==> src/rtl/clkdiv_frac_ctrl_if.sv <==
// Configuration request channel for the fractional clock-enable divider
// controller: a valid/ready handshake carrying the enable state and the
// integer/fractional divisor pair.
interface clkdiv_frac_ctrl_if #(
  parameter int W_DIV_INT  = 16,
  parameter int W_DIV_FRAC = 8
);
  logic                  cfg_valid;
  logic                  cfg_ready;
  logic                  cfg_en;
  logic [W_DIV_INT-1:0]  cfg_div_int;
  logic [W_DIV_FRAC-1:0] cfg_div_frac;

  // Requester side (register block / CPU-facing control)
  modport master (
    output cfg_valid,
    output cfg_en,
    output cfg_div_int,
    output cfg_div_frac,
    input  cfg_ready
  );

  // Controller side
  modport slave (
    input  cfg_valid,
    input  cfg_en,
    input  cfg_div_int,
    input  cfg_div_frac,
    output cfg_ready
  );
endinterface

==> src/rtl/clkdiv_frac_ctrl.sv <==
// Sequencing controller for the integer+fractional clock-enable divider.
// Divisor changes and shutdowns are deferred to a divider output tick so the
// enable stream never carries a truncated or mixed period. A watchdog forces
// the pending action if the divider stops ticking, and flags it in err.
module clkdiv_frac_ctrl #(
  parameter int W_DIV_INT  = 16,
  parameter int W_DIV_FRAC = 8
) (
  input  logic                  clk,
  input  logic                  rst_n,
  clkdiv_frac_ctrl_if.slave     cfg,
  input  logic                  div_clk_en,
  output logic                  div_en,
  output logic [W_DIV_INT-1:0]  div_int,
  output logic [W_DIV_FRAC-1:0] div_frac,
  output logic                  busy,
  output logic                  err,
  input  logic                  err_clr
);

  // Watchdog spans the longest legal period (2^W_DIV_INT) plus margin.
  localparam int WD_W = W_DIV_INT + 2;
  // Value held on the last tolerated tickless WAIT cycle; the increment
  // from here would reach 2^W_DIV_INT+2, so the action is forced instead.
  localparam logic [WD_W-1:0] WD_LAST =
    {2'b01, {W_DIV_INT{1'b0}}} + {{(WD_W-1){1'b0}}, 1'b1};

  typedef enum logic [1:0] {
    S_OFF       = 2'd0,
    S_RUN       = 2'd1,
    S_WAIT_TICK = 2'd2,
    S_WAIT_OFF  = 2'd3
  } state_t;

  state_t                r_state;
  state_t                w_state_nxt;

  logic                  r_div_en;
  logic [W_DIV_INT-1:0]  r_div_int;
  logic [W_DIV_FRAC-1:0] r_div_frac;
  logic                  r_cfg_ready;
  logic                  r_busy;
  logic                  r_err;

  logic [W_DIV_INT-1:0]  r_pend_int;
  logic [W_DIV_FRAC-1:0] r_pend_frac;
  logic [WD_W-1:0]       r_wd_cnt;

  logic                  w_div_en_nxt;
  logic [W_DIV_INT-1:0]  w_div_int_nxt;
  logic [W_DIV_FRAC-1:0] w_div_frac_nxt;
  logic                  w_err_nxt;
  logic                  w_xfer;
  logic                  w_reject;
  logic                  w_wd_exp;
  logic                  w_fire;
  logic                  w_pend_ld;
  logic                  w_wd_clr;
  logic                  w_set_err;
  logic                  w_in_wait;

  // Enabling with a zero integer divisor would stall the divider.
  function automatic logic f_is_reject(input logic en,
                                       input logic [W_DIV_INT-1:0] dint);
    return en && (dint == '0);
  endfunction

  // Next-value for the sticky error flag; a set event beats a clear.
  function automatic logic f_err_next(input logic cur, input logic set,
                                      input logic clr);
    if (set)      return 1'b1;
    else if (clr) return 1'b0;
    else          return cur;
  endfunction

  assign w_xfer    = cfg.cfg_valid && r_cfg_ready;
  assign w_reject  = w_xfer && f_is_reject(cfg.cfg_en, cfg.cfg_div_int);
  assign w_in_wait = (r_state == S_WAIT_TICK) || (r_state == S_WAIT_OFF);
  // Entry to WAIT is always the cycle after the transfer, so any tick seen
  // while waiting is strictly later than the transfer cycle.
  assign w_wd_exp  = (r_wd_cnt == WD_LAST) && !div_clk_en;
  assign w_fire    = div_clk_en || w_wd_exp;

  // Next-state and next-output decode for the controller FSM
  always_comb begin
    w_state_nxt    = r_state;
    w_div_en_nxt   = r_div_en;
    w_div_int_nxt  = r_div_int;
    w_div_frac_nxt = r_div_frac;
    w_pend_ld      = 1'b0;
    w_wd_clr       = 1'b0;
    w_set_err      = 1'b0;
    unique case (r_state)
      S_OFF: begin
        if (w_reject) begin
          w_set_err = 1'b1;
        end else if (w_xfer) begin
          w_div_int_nxt  = cfg.cfg_div_int;
          w_div_frac_nxt = cfg.cfg_div_frac;
          if (cfg.cfg_en) begin
            w_div_en_nxt = 1'b1;
            w_state_nxt  = S_RUN;
          end
        end
      end
      S_RUN: begin
        if (w_reject) begin
          w_set_err = 1'b1;
        end else if (w_xfer) begin
          w_wd_clr = 1'b1;
          if (cfg.cfg_en) begin
            w_pend_ld   = 1'b1;
            w_state_nxt = S_WAIT_TICK;
          end else begin
            w_state_nxt = S_WAIT_OFF;
          end
        end
      end
      S_WAIT_TICK: begin
        if (w_fire) begin
          w_div_int_nxt  = r_pend_int;
          w_div_frac_nxt = r_pend_frac;
          w_state_nxt    = S_RUN;
          w_set_err      = w_wd_exp;
        end
      end
      S_WAIT_OFF: begin
        if (w_fire) begin
          w_div_en_nxt = 1'b0;
          w_state_nxt  = S_OFF;
          w_set_err    = w_wd_exp;
        end
      end
      default: begin
        w_state_nxt = S_OFF;
      end
    endcase
    w_err_nxt = f_err_next(r_err, w_set_err, err_clr);
  end

  // FSM state register
  always_ff @(posedge clk or negedge rst_n) begin
    if (!rst_n) r_state <= S_OFF;
    else        r_state <= w_state_nxt;
  end

  // Registered divider drive and status outputs
  always_ff @(posedge clk or negedge rst_n) begin
    if (!rst_n) begin
      r_div_en    <= 1'b0;
      r_div_int   <= {{(W_DIV_INT-1){1'b0}}, 1'b1};
      r_div_frac  <= '0;
      r_cfg_ready <= 1'b1;
      r_busy      <= 1'b0;
      r_err       <= 1'b0;
    end else begin
      r_div_en    <= w_div_en_nxt;
      r_div_int   <= w_div_int_nxt;
      r_div_frac  <= w_div_frac_nxt;
      r_cfg_ready <= (w_state_nxt == S_OFF) || (w_state_nxt == S_RUN);
      r_busy      <= (w_state_nxt == S_WAIT_TICK) || (w_state_nxt == S_WAIT_OFF);
      r_err       <= w_err_nxt;
    end
  end

  // Pending divisor captured on a running change request
  always_ff @(posedge clk) begin
    if (w_pend_ld) begin
      r_pend_int  <= cfg.cfg_div_int;
      r_pend_frac <= cfg.cfg_div_frac;
    end
  end

  // Watchdog: counts tickless WAIT cycles, restarted on every WAIT entry
  always_ff @(posedge clk or negedge rst_n) begin
    if (!rst_n)                       r_wd_cnt <= '0;
    else if (w_wd_clr)                r_wd_cnt <= '0;
    else if (w_in_wait && !div_clk_en) r_wd_cnt <= r_wd_cnt + 1'b1;
  end

  assign cfg.cfg_ready = r_cfg_ready;
  assign div_en        = r_div_en;
  assign div_int       = r_div_int;
  assign div_frac      = r_div_frac;
  assign busy          = r_busy;
  assign err           = r_err;

endmodule

==> src/flat_wrapper.sv <==
// flat-port wrapper written by rule: the top's interface ports become plain ports
module clkdiv_frac_ctrl_flat 
#(
  parameter int W_DIV_INT  = 16,
  parameter int W_DIV_FRAC = 8
)
  (clk, rst_n, div_clk_en, div_en, div_int, div_frac, busy, err, err_clr, cfg_cfg_valid, cfg_cfg_en, cfg_cfg_div_int, cfg_cfg_div_frac, cfg_cfg_ready);
  clkdiv_frac_ctrl_if #(.W_DIV_INT(W_DIV_INT), .W_DIV_FRAC(W_DIV_FRAC)) cfg_i ();
  input  logic clk;
  input  logic rst_n;
  input  logic div_clk_en;
  output logic div_en;
  output logic [W_DIV_INT-1:0] div_int;
  output logic [W_DIV_FRAC-1:0] div_frac;
  output logic busy;
  output logic err;
  input  logic err_clr;
  input wire logic [$bits(cfg_i.cfg_valid)-1:0] cfg_cfg_valid;
  input wire logic [$bits(cfg_i.cfg_en)-1:0] cfg_cfg_en;
  input wire logic [$bits(cfg_i.cfg_div_int)-1:0] cfg_cfg_div_int;
  input wire logic [$bits(cfg_i.cfg_div_frac)-1:0] cfg_cfg_div_frac;
  output wire logic [$bits(cfg_i.cfg_ready)-1:0] cfg_cfg_ready;
  assign cfg_i.cfg_valid = cfg_cfg_valid;
  assign cfg_i.cfg_en = cfg_cfg_en;
  assign cfg_i.cfg_div_int = cfg_cfg_div_int;
  assign cfg_i.cfg_div_frac = cfg_cfg_div_frac;
  assign cfg_cfg_ready = cfg_i.cfg_ready;
  clkdiv_frac_ctrl #(.W_DIV_INT(W_DIV_INT), .W_DIV_FRAC(W_DIV_FRAC)) u_core (.clk(clk), .rst_n(rst_n), .cfg(cfg_i), .div_clk_en(div_clk_en), .div_en(div_en), .div_int(div_int), .div_frac(div_frac), .busy(busy), .err(err), .err_clr(err_clr));
endmodule
==> config.mk <==
export PLATFORM = sky130hd
export DESIGN_NAME = clkdiv_frac_ctrl_flat
export DESIGN_NICKNAME = d
export VERILOG_FILES = /design/src/rtl/clkdiv_frac_ctrl_if.sv /design/src/rtl/clkdiv_frac_ctrl.sv /design/src/flat_wrapper.sv
export SDC_FILE = /design/constraint.sdc
export NUM_CORES = 1
export LEC_CHECK = 0
export CAP_MARGIN = 20
export CORE_MARGIN = 2
export CORE_UTILIZATION = 47
export DETAILED_ROUTE_END_ITERATION = 7
export GPL_TIMING_DRIVEN = 0
export PLACE_DENSITY = 0.73
export SLEW_MARGIN = 10
export SYNTH_ARGS = -nofsm -noshare
export SYNTH_HDL_FRONTEND = slang
export SYNTH_SLANG_ARGS = --single-unit
export TNS_END_PERCENT = 10
==> constraint.sdc <==
create_clock -name clk -period 2.4 [get_ports clk]
set_clock_uncertainty 0.1 [all_clocks]
set_input_delay 0.6 -clock clk [delete_from_list [all_inputs] [get_ports clk]]
set_output_delay 0.6 -clock clk [all_outputs]
set_load 0.02 [all_outputs]
==> key figures <==
Timing
  • Final period utilization: 101%
  • Maximum clock rate: 412 MHz
  • Final setup violation count: 6
  • WHS: 0.143 ns
  • Fin crit period: 2.42 ns
  • Max-slew violations: 0
  • Slew headroom: 53.3%
  • Final count of hold timing violations: 0
  • RSZ-0062 raised after global routing: yes
  • Slew of the pin with the lowest slew margin: 0.695 ns
  • Setup ws final: -0.0248 ns

GRT
  • First-pass GRT wire length: 10,700 um
  • Largest net degree at the start of global routing: 27
  • Antenna violations before repair: 0
  • GR Util All Layers: 18.8%
  • Vias in the first global route: 2,098
  • Grt ovf: 0

Setup path
  • Critical Path RT: 2.54 ns
  • Crit path max-delay family: simple AND/OR/NAND/NOR gates
  • WP depth: 9
  • Crit-path cells: inv_1 -> ha_1 -> or4b_4 -> nor3_4 -> and4_4 -> o211a_1 -> buf_8 -> clkbuf_16 -> mux2_4
  • Flop-to-flop setup slack: -0.02 ns
  • CP max-delay cell: or4b_4
  • CP bufs+invs: 3
  • Crit path launch type: flip-flop
  • Max FO, Critical Path: 8
  • Critical path's largest stage delay: 0.47 ns
  • CP arrival: 2.56 ns
  • CP Class: reg -> reg
  • Critical path capture point type: flip-flop
  • Worst Reg-to-Reg Cells: 9

Yosys
  • Synth top cells by count: 46 x dfrtp_1, 25 x nor2_1, 24 x edfxtp_1
  • Post-synth EDFFs: 24
  • Post-synthesis register bit count: 72
  • Mapped Nets: 266
  • Largest cells by area after synthesis: dfrtp_1 35%, edfxtp_1 22%, mux2_4 9.2%, mux2_1 6.9%, xnor2_1 2.9%
  • Mean Syn Cell Area: 14.0 um^2
  • Mapped Area: 3270 um^2
  • Post-synthesis cell type count: 41
  • Most common cell in the netlist: dfrtp_1
  • Gate Count Post-Synth: 234
  • Share of the synthesized area in the top cell type: 35.2%
  • Seq/Total Area, Yosys: 58.8%
  • Ys flop type: dfrtp_1
  • Ys async rst share: 66.7%
  • Yosys top cell by area: dfrtp_1
  • Synth warnings: 0

Floorplan
  • Initial Util: 48.5%
  • Die Y: 87.5 um
  • Die Area: 7650 um^2
  • Rows: 30
  • Core Area: 6760 um^2
  • # IOs: 58
  • Die W: 87.5 um

Run
  • Max Cap Viol: 0

Clock tree
  • CTS buffer count: 9
  • Clock Tree Buf Depth: 2
  • TritonCTS clock tree: yes
  • Cts hold-fix bufs: 0
  • Clock Tree Root: clkbuf_8
  • Worst-path clk slew: 0.08 ns
  • CTS Sinks: 72
  • CTS HTree Levels: 3
  • Worst-Skew Late Latency: 0.35 ns

Route
  • Met3 Routed Length: 316 um
  • Met2 WL: 3070 um
  • Vias: 2,094
  • DR top layer: met4
  • Drt wl/cell: 16.8 um
  • DRT Pass-1 Iters: 4
  • Met1 Wirelength: 3190 um
  • Vias per inst: 5.26
  • # DRC: 0
  • Final wirelength: 6670 um
  • Antenna viol nets, final: 0
  • Initial drt markers: 94

Final layout
  • Layout cells sized above 1: 25.5%
  • N_diodes: 0
  • Synth-to-layout area growth: 32.7%
  • Final net count: 345
  • Fillers: 518
  • Post-Layout Cell Count: 398

Placed design
  • DP Wirelength: 4420 um
  • Placed Cells: 372
  • Post-Place Setup Slack: -0.683 ns
  • Final GP Congestion: 0.732
  • Number of buffers added on ports: 57

Worst hold path
  • Worst hold path class: in -> async

Pwr
  • Total power: 5060 uW
  • LEAKAGE: 0.00180 uW
  • Worst VDD drop: 0.439 mV
  • Pwr Density: 1160 nW/um^2

Outcome
  • Outcome: finished, violations left
  • Failing checks: setup timing
## metal layers
layer  GRT usage [%]  vias to the layer above
met5               0                        -
met4            7.13                        0
met3            5.12                        9
met2            27.4                       50
met1            26.8                     1036
li1                -                      999
## sequential cells by signal (all words and copies together), names as in the netlist
register,cells
u_core.div_en,1
u_core.div_frac,8
u_core.err,1
u_core.r_state,2
u_core.div_int,16
u_core.r_pend_frac,8
u_core.busy,1
u_core.r_wd_cnt,18
u_core.r_pend_int,16
u_core.cfg.cfg_ready,1
## path summary, 6_finish.rpt
| kind | startpoint | to |
|---|---|---|
| worst max-delay path | u_core.r_wd_cnt[1] | u_core.div_frac[7] |
| worst max register to register | u_core.r_wd_cnt[1] | u_core.div_frac[7] |
| worst min register to register | u_core.div_int[1] | u_core.div_int[1] |
| max in group asynchronous | rst_n | u_core.busy |
| worst min-delay path | rst_n | u_core.div_int[3] |
| min in group clk | cfg_cfg_div_int[11] | u_core.r_pend_int[11] |
## through the flow
step | TNS [ns] | instance area [um^2] | utilization (%)
2_1_floorplan | -0.598 | 3290 | -
3_3_place_gp | -78.09 | 3960 | 58.6
3_5_place_dp | -40.33 | 3970 | 58.8
4_1_cts | -0.421 | 4310 | 63.8
5_1_grt | -1.47 | 4350 | 64.3
6_report | -0.116 | 4350 | 64.3
## cells by family after synthesis
family                   after synthesis  share of synthesized area, %
AND/OR/NAND/NOR                       73                          12.7
AO/OA/AOI/OAI                          8                          1.68
adder cells (fa/ha/maj)                2                         0.764
flip-flops                            72                          58.8
multiplexers                          48                          18.8
buffers and inverters                 13                          2.45
XOR/XNOR                              18                          4.81
## report_power, final
group	switching, uW	internal, uW
clock network	474	692
registers	194	1610
logic	882	1210
total	1550	3510
## repair_timing
item                       4_1_cts  5_1_grt
gates resized for setup         25       12
buffers inserted                 6        1
pin swaps                        4        3
setup endpoints to repair       59       46
gates cloned                     2        1
## cell type report
type | instances | area [um^2] | share of cell area, %
Multi-Input combinational cell | 150 | 1310 | 30.2
Clock buffer | 9 | 124 | 2.85
Inverter | 5 | 18.8 | 0.432
Timing Repair Buffer | 67 | 663 | 15.3
Tap cell | 80 | 100 | 2.30
Sequential cell | 72 | 1920 | 44.3
Clock inverter | 7 | 120 | 2.76
Buffer | 8 | 83.8 | 1.93
## cells in the final DEF (no fill, tap or decap), types with 7 or more instances in the layout
master / synthesis / layout
clkbuf_8: 0 / 9
nand2_1: 7 / 7
edfxtp_1: 24 / 24
clkdlybuf4s50_1: 0 / 48
mux2_2: 8 / 8
mux2_1: 20 / 19
buf_4: 0 / 7
nand3_1: 7 / 7
xnor2_1: 11 / 11
mux2_4: 20 / 21
nor2_1: 25 / 25
xor2_1: 7 / 7
dfrtp_1: 46 / 46
No activity file was read; power rests on OpenSTA's default activity.
